File: src/rtl/simple_alu_pkg.sv
// simple_alu_pkg: opcode encodings and legality check shared by the ALU files
package simple_alu_pkg;
  localparam logic [3:0] OP_AND    = 4'd0;
  localparam logic [3:0] OP_OR     = 4'd1;
  localparam logic [3:0] OP_XOR    = 4'd2;
  localparam logic [3:0] OP_NOT_A  = 4'd3;
  localparam logic [3:0] OP_NOT_B  = 4'd4;
  localparam logic [3:0] OP_ADD    = 4'd5;
  localparam logic [3:0] OP_SUB    = 4'd6;
  localparam logic [3:0] OP_PASS_A = 4'd7;
  localparam logic [3:0] OP_PASS_B = 4'd8;
  function automatic logic is_legal_op(input logic [3:0] op);
    return op <= OP_PASS_B;
  endfunction
endpackage

File: src/rtl/simple_alu_core.sv
// simple_alu_core: combinational opcode decode producing result, carry/borrow and illegal flag
module simple_alu_core
  import simple_alu_pkg::*;
#(
  parameter int WIDTH = 1
) (
  input  logic [WIDTH-1:0] a_i,
  input  logic [WIDTH-1:0] b_i,
  input  logic [3:0]       sel_i,
  output logic [WIDTH-1:0] result_o,
  output logic             carry_o,
  output logic             illegal_o
);
  logic [WIDTH:0] sum;
  logic [WIDTH:0] diff;
  assign sum  = {1'b0, a_i} + {1'b0, b_i};
  assign diff = {1'b0, a_i} - {1'b0, b_i};
  always_comb begin
    result_o = '0;
    case (sel_i)
      OP_AND:    result_o = a_i & b_i;
      OP_OR:     result_o = a_i | b_i;
      OP_XOR:    result_o = a_i ^ b_i;
      OP_NOT_A:  result_o = ~a_i;
      OP_NOT_B:  result_o = ~b_i;
      OP_ADD:    result_o = sum[WIDTH-1:0];
      OP_SUB:    result_o = diff[WIDTH-1:0];
      OP_PASS_A: result_o = a_i;
      OP_PASS_B: result_o = b_i;
      default:   result_o = '0;
    endcase
    carry_o   = (sel_i == OP_ADD) ? sum[WIDTH] : (sel_i == OP_SUB) ? diff[WIDTH] : 1'b0;
    illegal_o = !is_legal_op(sel_i);
  end
endmodule

File: src/rtl/simple_alu.sv
// simple_alu: registered ALU with one-cycle latency, status flags and valid tracking
module simple_alu
  import simple_alu_pkg::*;
#(
  parameter int WIDTH = 1
) (
  input  logic             clk,
  input  logic             rst,
  input  logic             in_valid,
  input  logic [WIDTH-1:0] a,
  input  logic [WIDTH-1:0] b,
  input  logic [3:0]       sel,
  output logic [WIDTH-1:0] result,
  output logic             carry,
  output logic             zero,
  output logic             illegal,
  output logic             out_valid
);
  logic [WIDTH-1:0] core_result;
  logic             core_carry;
  logic             core_illegal;
  logic [WIDTH-1:0] result_d, result_q;
  logic             carry_d, carry_q, zero_d, zero_q, illegal_d, illegal_q, valid_q;
  simple_alu_core #(.WIDTH(WIDTH)) u_core (
    .a_i      (a),
    .b_i      (b),
    .sel_i    (sel),
    .result_o (core_result),
    .carry_o  (core_carry),
    .illegal_o(core_illegal)
  );
  always_comb begin
    result_d  = in_valid ? core_result : result_q;
    carry_d   = in_valid ? core_carry : carry_q;
    zero_d    = in_valid ? (core_result == '0) : zero_q;
    illegal_d = in_valid ? core_illegal : illegal_q;
  end
  always_ff @(posedge clk) begin
    if (rst) begin
      result_q  <= '0;
      carry_q   <= 1'b0;
      zero_q    <= 1'b1;
      illegal_q <= 1'b0;
      valid_q   <= 1'b0;
    end else begin
      result_q  <= result_d;
      carry_q   <= carry_d;
      zero_q    <= zero_d;
      illegal_q <= illegal_d;
      valid_q   <= in_valid;
    end
  end
  assign result    = result_q;
  assign carry     = carry_q;
  assign zero      = zero_q;
  assign illegal   = illegal_q;
  assign out_valid = valid_q;
endmodule

File: config.mk
export PLATFORM = sky130hd
export DESIGN_NAME = simple_alu
export DESIGN_NICKNAME = d
export VERILOG_FILES = /design/src/rtl/simple_alu_pkg.sv /design/src/rtl/simple_alu_core.sv /design/src/rtl/simple_alu.sv
export SDC_FILE = /design/constraint.sdc
export NUM_CORES = 1
export LEC_CHECK = 0
export CAP_MARGIN = 20
export CORE_AREA = 2 2 39 41
export CTS_CLUSTER_DIAMETER = 30
export DETAILED_ROUTE_END_ITERATION = 16
export DIE_AREA = 0 0 41 43
export SLEW_MARGIN = 0
export SYNTH_ARGS = -nofsm -noshare
export SYNTH_HDL_FRONTEND = slang
export SYNTH_SLANG_ARGS = --single-unit
File: constraint.sdc
create_clock -name clk -period 1.5 [get_ports clk]
set_clock_uncertainty 0.15 [all_clocks]
set_input_delay 0.3 -clock clk [delete_from_list [all_inputs] [get_ports clk]]
set_output_delay 0.3 -clock clk [all_outputs]
set_load 0.02 [all_outputs]
==> metrics.cfg, run 1 <==
[run_status]
run_status=finished, final reports clean

[critical_path]
crit_start=b
cp-end-kind=flop
r2r-end=carry
crit_path_max_incr_delay_ps=290
r2r_start=carry
rrSetupSlack_ps=620
cp_max_fo=3
crit_slowest_cell=a211oi_4
reg2regPathDepth=3
worst_ep_arrival_time_ps=1460
path_cells=buf_6 > inv_8 > ha_4 > or2b_1 > a211oi_4 > a2111oi_4 > a21o_1
crit_type=in2reg
startpoint_type=input port
cp.required_ps=1490
crit_path_end=result

[synth]
synth_top_area_share=0.283
syn_nets=52
yosysWarnings=0
syn-cell-area_sq_um=354
synth_area_leader_cell=dfxtp_1
yosysSeqAreaShare=0.283
synthTopCellsByCount=dfxtp_1, nor2_1
synth_cells=40
synth_edf_count=0
synth.distinct_cells=22
async_reset_ff_frac=0
ys_ff_latch=5
syn_area_per_cell_sq_um=8.85
synth_ff_type=dfxtp_1
synthTopCellsByArea=dfxtp_1, ha_1, nand2b_1, nor2_1, nor2b_1

[timing]
finalHoldViolations=0
layout_min_cycle_time_ps=1460
relSlewSlack=0.768
fmax_mhz=683
setup_viol_count_final=0
finalMaxSlewViolations=0
tightest_slew_ps=344
grt_setup_unrepaired=false
fin_crit_sh=0.977

[detailed_routing]
ant_nets=0
first_pass_iters=4
wl_um=902
wl_per_cell_um=10.6
drtIter0Drc=5
via_per_inst=4.49
drc=0
vias=382

[layout]
seq_area_sq_um=100
synthToLayoutAreaGrowth_pct=87.3
nNetsFinal=82
drive_gt1_frac=0.420
multi_input_area_sq_um=277
antenna_cells=0
fin_area_sq_um=663
nFillCells=148

[placed_design]
place_area_sq_um=606
hpwl_um=681
finalWeightedCongestion=0.748
port_buffers=13

[pwr]
total_power_uw=433
ir_drop_mv=0.173
power_density_nw_per_um2=652
p_leak_uw=0.000302

[global_routing]
grt_usage=0.122
grt_pass1_vias=381
grt_pass1_wl_mm=1.41
gr-total-overflow=0
antenna_found_initial=0
grt_max_degree=8

[die]
fp.dieW_um=41
dieArea_sq_um=1760
rows=14
ios=14
fp.coreArea_sq_um=1380
start_util=0.256
die_y_um=43

[clock_network]
cts_buffers=3
hold_buffers=0
clk_pin_slew_worst_paths_ps=40
clockBufferDepth=2
clock_latency_ps=250
htree_num_levels=1
cts_tree=done
root_buffer=clkbuf_4
cts.sinks=5

[worst_hold_path]
hp-class=reg2reg

[flow_run]
cap_violations=0

[logic make-up after synthesis]
family,share of synthesized area
compound gates,0.230
simple gates,0.258
flops,0.283
fa+ha+maj,0.106
buf+inv,0.0636
mux,0.0601
[report_power, final]
part           switching, uW  leakage, uW  total (uW)  internal, uW
clock                   59.0    0.0000150         160           101
combinational           60.4     0.000246         131          70.4
sequential              2.32    0.0000410         142           140
[worst max-delay path: cells and delay by family]
| family | cells | cell delay (ps) |
|---|---|---|
| buffers and inverters | 2 | 130 |
| adder cells (fa/ha/maj) | 1 | 220 |
| AO/OA/AOI/OAI | 3 | 540 |
| AND/OR/NAND/NOR | 1 | 270 |
[registers in the layout (all words and copies together), names as in the netlist]
signal and flops:
carry 1, illegal 1, out_valid 1, result 1, zero 1
[cell type report]
class,count,area share
timing repair buffer,26,0.330
multi-input combinational,31,0.417
inverter,3,0.0321
clock buffer,4,0.0396
tap,16,0.0302
sequential,5,0.151
[metal layers]
layer	up-vias	wire, um	GRT usage	share of wire
met3	4	67	0.0314	0.074
met5	-	0	0	0
met4	0	27	0.120	0.030
met2	16	428	0.191	0.47
li1	200	-	-	-
met1	162	378	0.119	0.42
[how the worst min path moves through the flow]
| stage | from | slack [ps] | cells after the start | end |
|---|---|---|---|---|
| after CTS | result | 300 | 1 | result |
| after global routing | result | 310 | 1 | result |
| after floorplan | rst | 220 | 1 | illegal |
| after global placement | result | 300 | 1 | result |
| final | result | 300 | 1 | result |
| after detailed placement | result | 300 | 1 | result |
[metrics by stage]
stage | utilization | TNS [ps] | setup WS (ps) | std cells | hold slack (ps)
2_1_floorplan | - | 0 | 0.419 | 40 | 219
3_3_place_gp | 0.438 | -1940 | -686 | 80 | 300
3_5_place_dp | 0.438 | -1990 | -702 | 80 | 297
4_1_cts | 0.442 | 0 | 8.32 | 84 | 302
5_1_grt | 0.479 | 0 | 3.82 | 85 | 314
6_report | 0.479 | 0 | 35.0 | 85 | 303
[cell usage in the layout, fill, tap and decap left out, drive strengths merged]
cell,netlist,routed
nand3b,1,1
clkdlybuf4s50,0,2
o311ai,1,1
o21ai,2,2
dlygate4sd2,0,7
buf,1,15
a2111oi,1,1
a21oi,2,2
nor2b,3,3
nor2,5,5
or2b,1,1
mux2i,1,1
a21o,1,1
dfxtp,5,5
mux2,1,1
inv,3,3
nand2,1,1
nand2b,3,3
a32oi,1,1
a211oi,1,1
clkbuf,0,5
a41oi,1,1
dlymetal6s2s,0,1
nor3,1,1
or3,1,1
ha,3,3
[what timing repair did]
item	CTS	global route
pin swaps	3	1
resized for setup	16	13
setup endpoints to repair	8	2
hold endpoints to repair	0	0
setup buffers	0	1
(Power assumes the default switching activity.)
==> inputs of run 2 (changes only) <==
GPL_TIMING_DRIVEN = 0   (was unset)
==> metrics.cfg, run 2 (synthesis gave the netlist of run 1 again) <==
[run_status]
run_status=finished, final reports clean

[global_routing]
grt_pass1_wl_mm=1.20  ; -15%
antenna_found_initial=0  ; unchanged
grt_max_degree=10  ; +2
grt_pass1_vias=324  ; -15%
gr-total-overflow=0  ; unchanged
grt_usage=0.100  ; -0.0220

[pwr]
ir_drop_mv=0.177  ; +1.8%
power_density_nw_per_um2=694  ; +6.3%
p_leak_uw=0.000257  ; -15%
total_power_uw=403  ; -6.9%

[clock_network]
clockBufferDepth=2  ; unchanged
root_buffer=clkbuf_4
clk_pin_slew_worst_paths_ps=40  ; about the same
cts_buffers=3  ; unchanged
cts_tree=done
clock_latency_ps=240  ; about the same
htree_num_levels=1  ; unchanged
cts.sinks=5  ; unchanged

[die]
dieArea_sq_um=1760  ; unchanged
fp.dieW_um=41  ; unchanged
fp.coreArea_sq_um=1380  ; unchanged
rows=14  ; unchanged
die_y_um=43  ; unchanged
start_util=0.256  ; unchanged
ios=14  ; unchanged

[critical_path]
path_cells=buf_8 > inv_4 > ha_4 > or2b_1 > a211oi_2 > a2111oi_4 > a21o_1
worst_ep_arrival_time_ps=1460  ; about the same
crit_slowest_cell=a211oi_2
cp_top_family=compound AO/OA/AOI/OAI gates
reg2regPathDepth=3  ; unchanged
path_buf_inv=2  ; unchanged
critical_path_cell_count=7  ; unchanged
startpoint_type=input port
cp-end-kind=flop
r2r_start=carry
crit_type=in2reg
crit_start=a
cp_max_fo=3  ; unchanged
crit_path_max_incr_delay_ps=290  ; about the same
cp.required_ps=1480  ; about the same

[layout]
fin_area_sq_um=581  ; -12%
antenna_cells=0  ; unchanged
nFillCells=151  ; +2.0%
drive_gt1_frac=0.293  ; -0.127
multi_input_area_sq_um=264  ; -4.5%
synthToLayoutAreaGrowth_pct=64.0
layout_commonest_cell=dlygate4sd2_1
seq_area_sq_um=100  ; unchanged
layout_common_cells=dlygate4sd2_1, nor2_1, dfxtp_1
nNetsFinal=71  ; -13%

[detailed_routing]
first_pass_iters=4  ; unchanged
drtIter0Drc=8  ; +3
via_per_inst=4.68  ; +4.0%
vias=346  ; -9.4%
ant_nets=0  ; unchanged
wl_um=749  ; -17%
drc=0  ; unchanged
wl_per_cell_um=10.1  ; -4.6%

[worst_hold_path]
whs_path_depth=2  ; +1
min_from=rst
hp-class=in2reg

[placed_design]
dp_slack_ps=-794  ; -92.1 ps
port_buffers=12  ; -1
hpwl_um=572  ; -16%
place_area_sq_um=517  ; -15%
finalWeightedCongestion=0.700  ; -6.4%

[timing]
tightest_slew_ps=327  ; -17.2 ps
relSlewSlack=0.779  ; +0.0111
finalHoldViolations=0  ; unchanged
setup_viol_count_final=0  ; unchanged
fmax_mhz=677  ; -0.83%
finalMaxSlewViolations=0  ; unchanged
grt_setup_unrepaired=true
fin_ws_ps=22.8  ; -12.2 ps
layout_min_cycle_time_ps=1480  ; +12.2 ps
fin_crit_sh=0.985  ; +0.00814

[flow_run]
cap_violations=0  ; unchanged

## run 2: changes by cell type in the layout (fill, tap and decap cells not counted), sizes merged
cell           before  now
buf                15    5
clkdlybuf4s50       2    0
dlygate4sd2         7    8
## run 2: path summary, 6_finish.rpt
kind                            slack (ps)       to
worst max-delay path                    20   result
worst min-delay path                   190  illegal
worst max register to register         600    carry
worst min register to register         300   result
## run 2: layout make-up
| type | count | share of cell area |
|---|---|---|
| buffer | 1 | 0.0194 |
| clock buffer | 4 | 0.0453 |
| inverter | 3 | 0.0366 |
| multi-input combinational | 31 | 0.455 |
| sequential | 5 | 0.172 |
| tap | 16 | 0.0345 |
| timing repair buffer | 14 | 0.237 |
## run 2: metrics by stage
stage          utilization  std cells  hold slack [ps]  TNS (ps)
6_report             0.420         74              195         0
5_1_grt              0.420         74              233     -63.6
4_1_cts              0.393         72              309     -17.5
3_5_place_dp         0.373         68              304     -2040
3_3_place_gp         0.373         68              287     -2030
2_1_floorplan            -         40              219         0
## run 2: power by group
part	total (uW)	switching, uW	internal (uW)
logic	107	52.7	54.4
registers	142	2.22	140
clock network	154	53.3	100
total	403	108	295
## run 2: what timing repair did
action | 4_1_cts | 5_1_grt
gates resized for setup | 21 | 10
pin swaps | 3 | 4
setup endpoints to repair | 8 | 2
buffers inserted | 0 | 2
hold buffers | 0 | 0
gates cloned | 0 | 0
## run 2: per-layer routing
| layer | GRT usage | vias to the layer above | routed length [um] | part of all wire |
|---|---|---|---|---|
| li1 | - | 179 | - | - |
| met4 | 0.0800 | 0 | 14 | 0.019 |
| met1 | 0.119 | 148 | 318 | 0.42 |
| met2 | 0.150 | 17 | 340 | 0.45 |
| met3 | 0.0157 | 2 | 76 | 0.10 |
| met5 | 0 | - | 0 | 0 |
==> inputs of run 3 (changes only) <==
CAP_MARGIN = 10   (was 20)
clock period = 1.4 ns   (was 1.5 ns; I/O delays follow)
==> metrics.cfg, run 3 (synthesis gave the netlist of run 1 again) <==
[layout]
drive_gt1_frac=0.268  ; -0.0252
layout_common_cells=dlygate4sd2_1, nor2_1, dfxtp_1
layout_commonest_cell=dlygate4sd2_1
antenna_cells=0  ; unchanged
nNetsFinal=69  ; -2.8%
synthToLayoutAreaGrowth_pct=70.0

[run_status]
run_status=finished with violations
violations=negative setup slack

[timing]
relSlewSlack=0.764  ; -0.0158
fmax_mhz=693
tightest_slew_ps=350  ; +23.4 ps
fin_crit_sh=1.03
setup_viol_count_final=2  ; +2
finalHoldViolations=0  ; unchanged
tns_ps=-72.9  ; -72.9 ps
finalMaxSlewViolations=0  ; unchanged
grt_setup_unrepaired=true
layout_min_cycle_time_ps=1440
fin_ws_ps=-43.4  ; -66.2 ps

[pwr]
seqPwrFrac=0.343  ; -0.009
power_density_nw_per_um2=737  ; +6.2%
internal_power_uw=318  ; +8.0%
total_power_uw=444  ; +10%
clkPwrFrac=0.380  ; -0.002
p_leak_uw=0.000252  ; -2.0%
switchingPower_uw=126  ; +16%
switching_share=0.283  ; +0.0143
p_comb_frac=0.277  ; +0.011
ir_drop_mv=0.229  ; +30%

[clock_network]
htree_num_levels=1  ; unchanged
post-cts-setup-buffer-count=0  ; unchanged
clock_latency_ps=250  ; about the same
clk_pin_slew_worst_paths_ps=40  ; about the same
clockBufferDepth=2  ; unchanged
root_buffer=clkbuf_4
cts_tree=done
cts.sinks=5  ; unchanged
cts_buffers=3  ; unchanged
hold_buffers=0  ; unchanged

[critical_path]
crit_start=b
worst_ep_arrival_time_ps=1430  ; -30 ps
cp-end-kind=flop
crit_type=in2reg
r2r_start=carry
cp_max_fo=5  ; +2
cp.required_ps=1380  ; -100 ps
startpoint_type=input port

[detailed_routing]
via_per_inst=4.65  ; -0.49%
vias=335  ; -3.2%
drtIter0Drc=10  ; +2
wl_um=774  ; +3.3%
wl_per_cell_um=10.8  ; +6.2%
drc=0  ; unchanged
ant_nets=0  ; unchanged
first_pass_iters=4  ; unchanged

[die]
fp.dieW_um=41  ; unchanged
ios=14  ; unchanged
dieArea_sq_um=1760  ; unchanged
rows=14  ; unchanged
start_util=0.256  ; unchanged
die_y_um=43  ; unchanged
fp.coreArea_sq_um=1380  ; unchanged

[global_routing]
grt_usage=0.101  ; +0.000801
grt_pass1_vias=313  ; -3.4%
grt_max_degree=10  ; unchanged
antenna_found_initial=0  ; unchanged
gr-total-overflow=0  ; unchanged
grt_pass1_wl_mm=1.19  ; -0.58%

[placed_design]
finalWeightedCongestion=0.735  ; +5.0%
dp_slack_ps=-920  ; -126 ps
port_buffers=12  ; unchanged
hpwl_um=579  ; +1.3%

[worst_hold_path]
min_from=rst
hp-class=in2reg

[flow_run]
cap_violations=0  ; unchanged

run 3: area by class of cell:
class | count | area [sq um]
fill | 148 | 782
multi-input combinational | 31 | 274
timing repair buffer | 12 | 134
sequential | 5 | 100
inverter | 3 | 36.3
clock buffer | 4 | 26.3
tap | 16 | 20.0
buffer | 1 | 11.3
run 3: path summary, 6_finish.rpt:
path | to | slack [ps] | cells past startpoint
setup / recovery | result | -40 | 7
hold / removal | illegal | 170 | 2
setup reg to reg | carry | 500 | 3
hold reg to reg | illegal | 310 | 2
run 3: what timing repair did:
action	4_1_cts	5_1_grt
gates resized for setup	30	5
endpoints found under the setup margin	8	2
pin swaps	2	2
run 3: worst max-delay path, cell delays in order:
cell	delay, ps
buf_12	100
inv_12	30
ha_4	220
or2b_1	270
a32oi_2	240
a2111oi_4	110
a21o_1	170
run 3: stage by stage:
stage          instances  area [sq um]  hold WS (ps)  utilization
5_1_grt               72           602           190        0.435
3_5_place_dp          68           532           304        0.384
3_3_place_gp          68           532           288        0.384
4_1_cts               72           587           315        0.424
6_report              72           602           165        0.435
2_1_floorplan         40           392           199            -
run 3: power by group through the flow:
stage / Clock [uW] / Combinational, uW / Sequential (uW)
after floorplan: 0 / 48.3 / 163
after global placement: 0 / 113 / 155
after detailed placement: 0 / 114 / 155
after CTS: 174 / 120 / 152
after global routing: 182 / 133 / 153
final: 169 / 123 / 152
run 3: metal layers:
layer,global-route usage,vias up,part of all wire
met4,0.0800,0,0.025
met3,0.0157,2,0.080
met1,0.121,144,0.47
met5,0,-,0
li1,-,174,-
met2,0.150,15,0.42
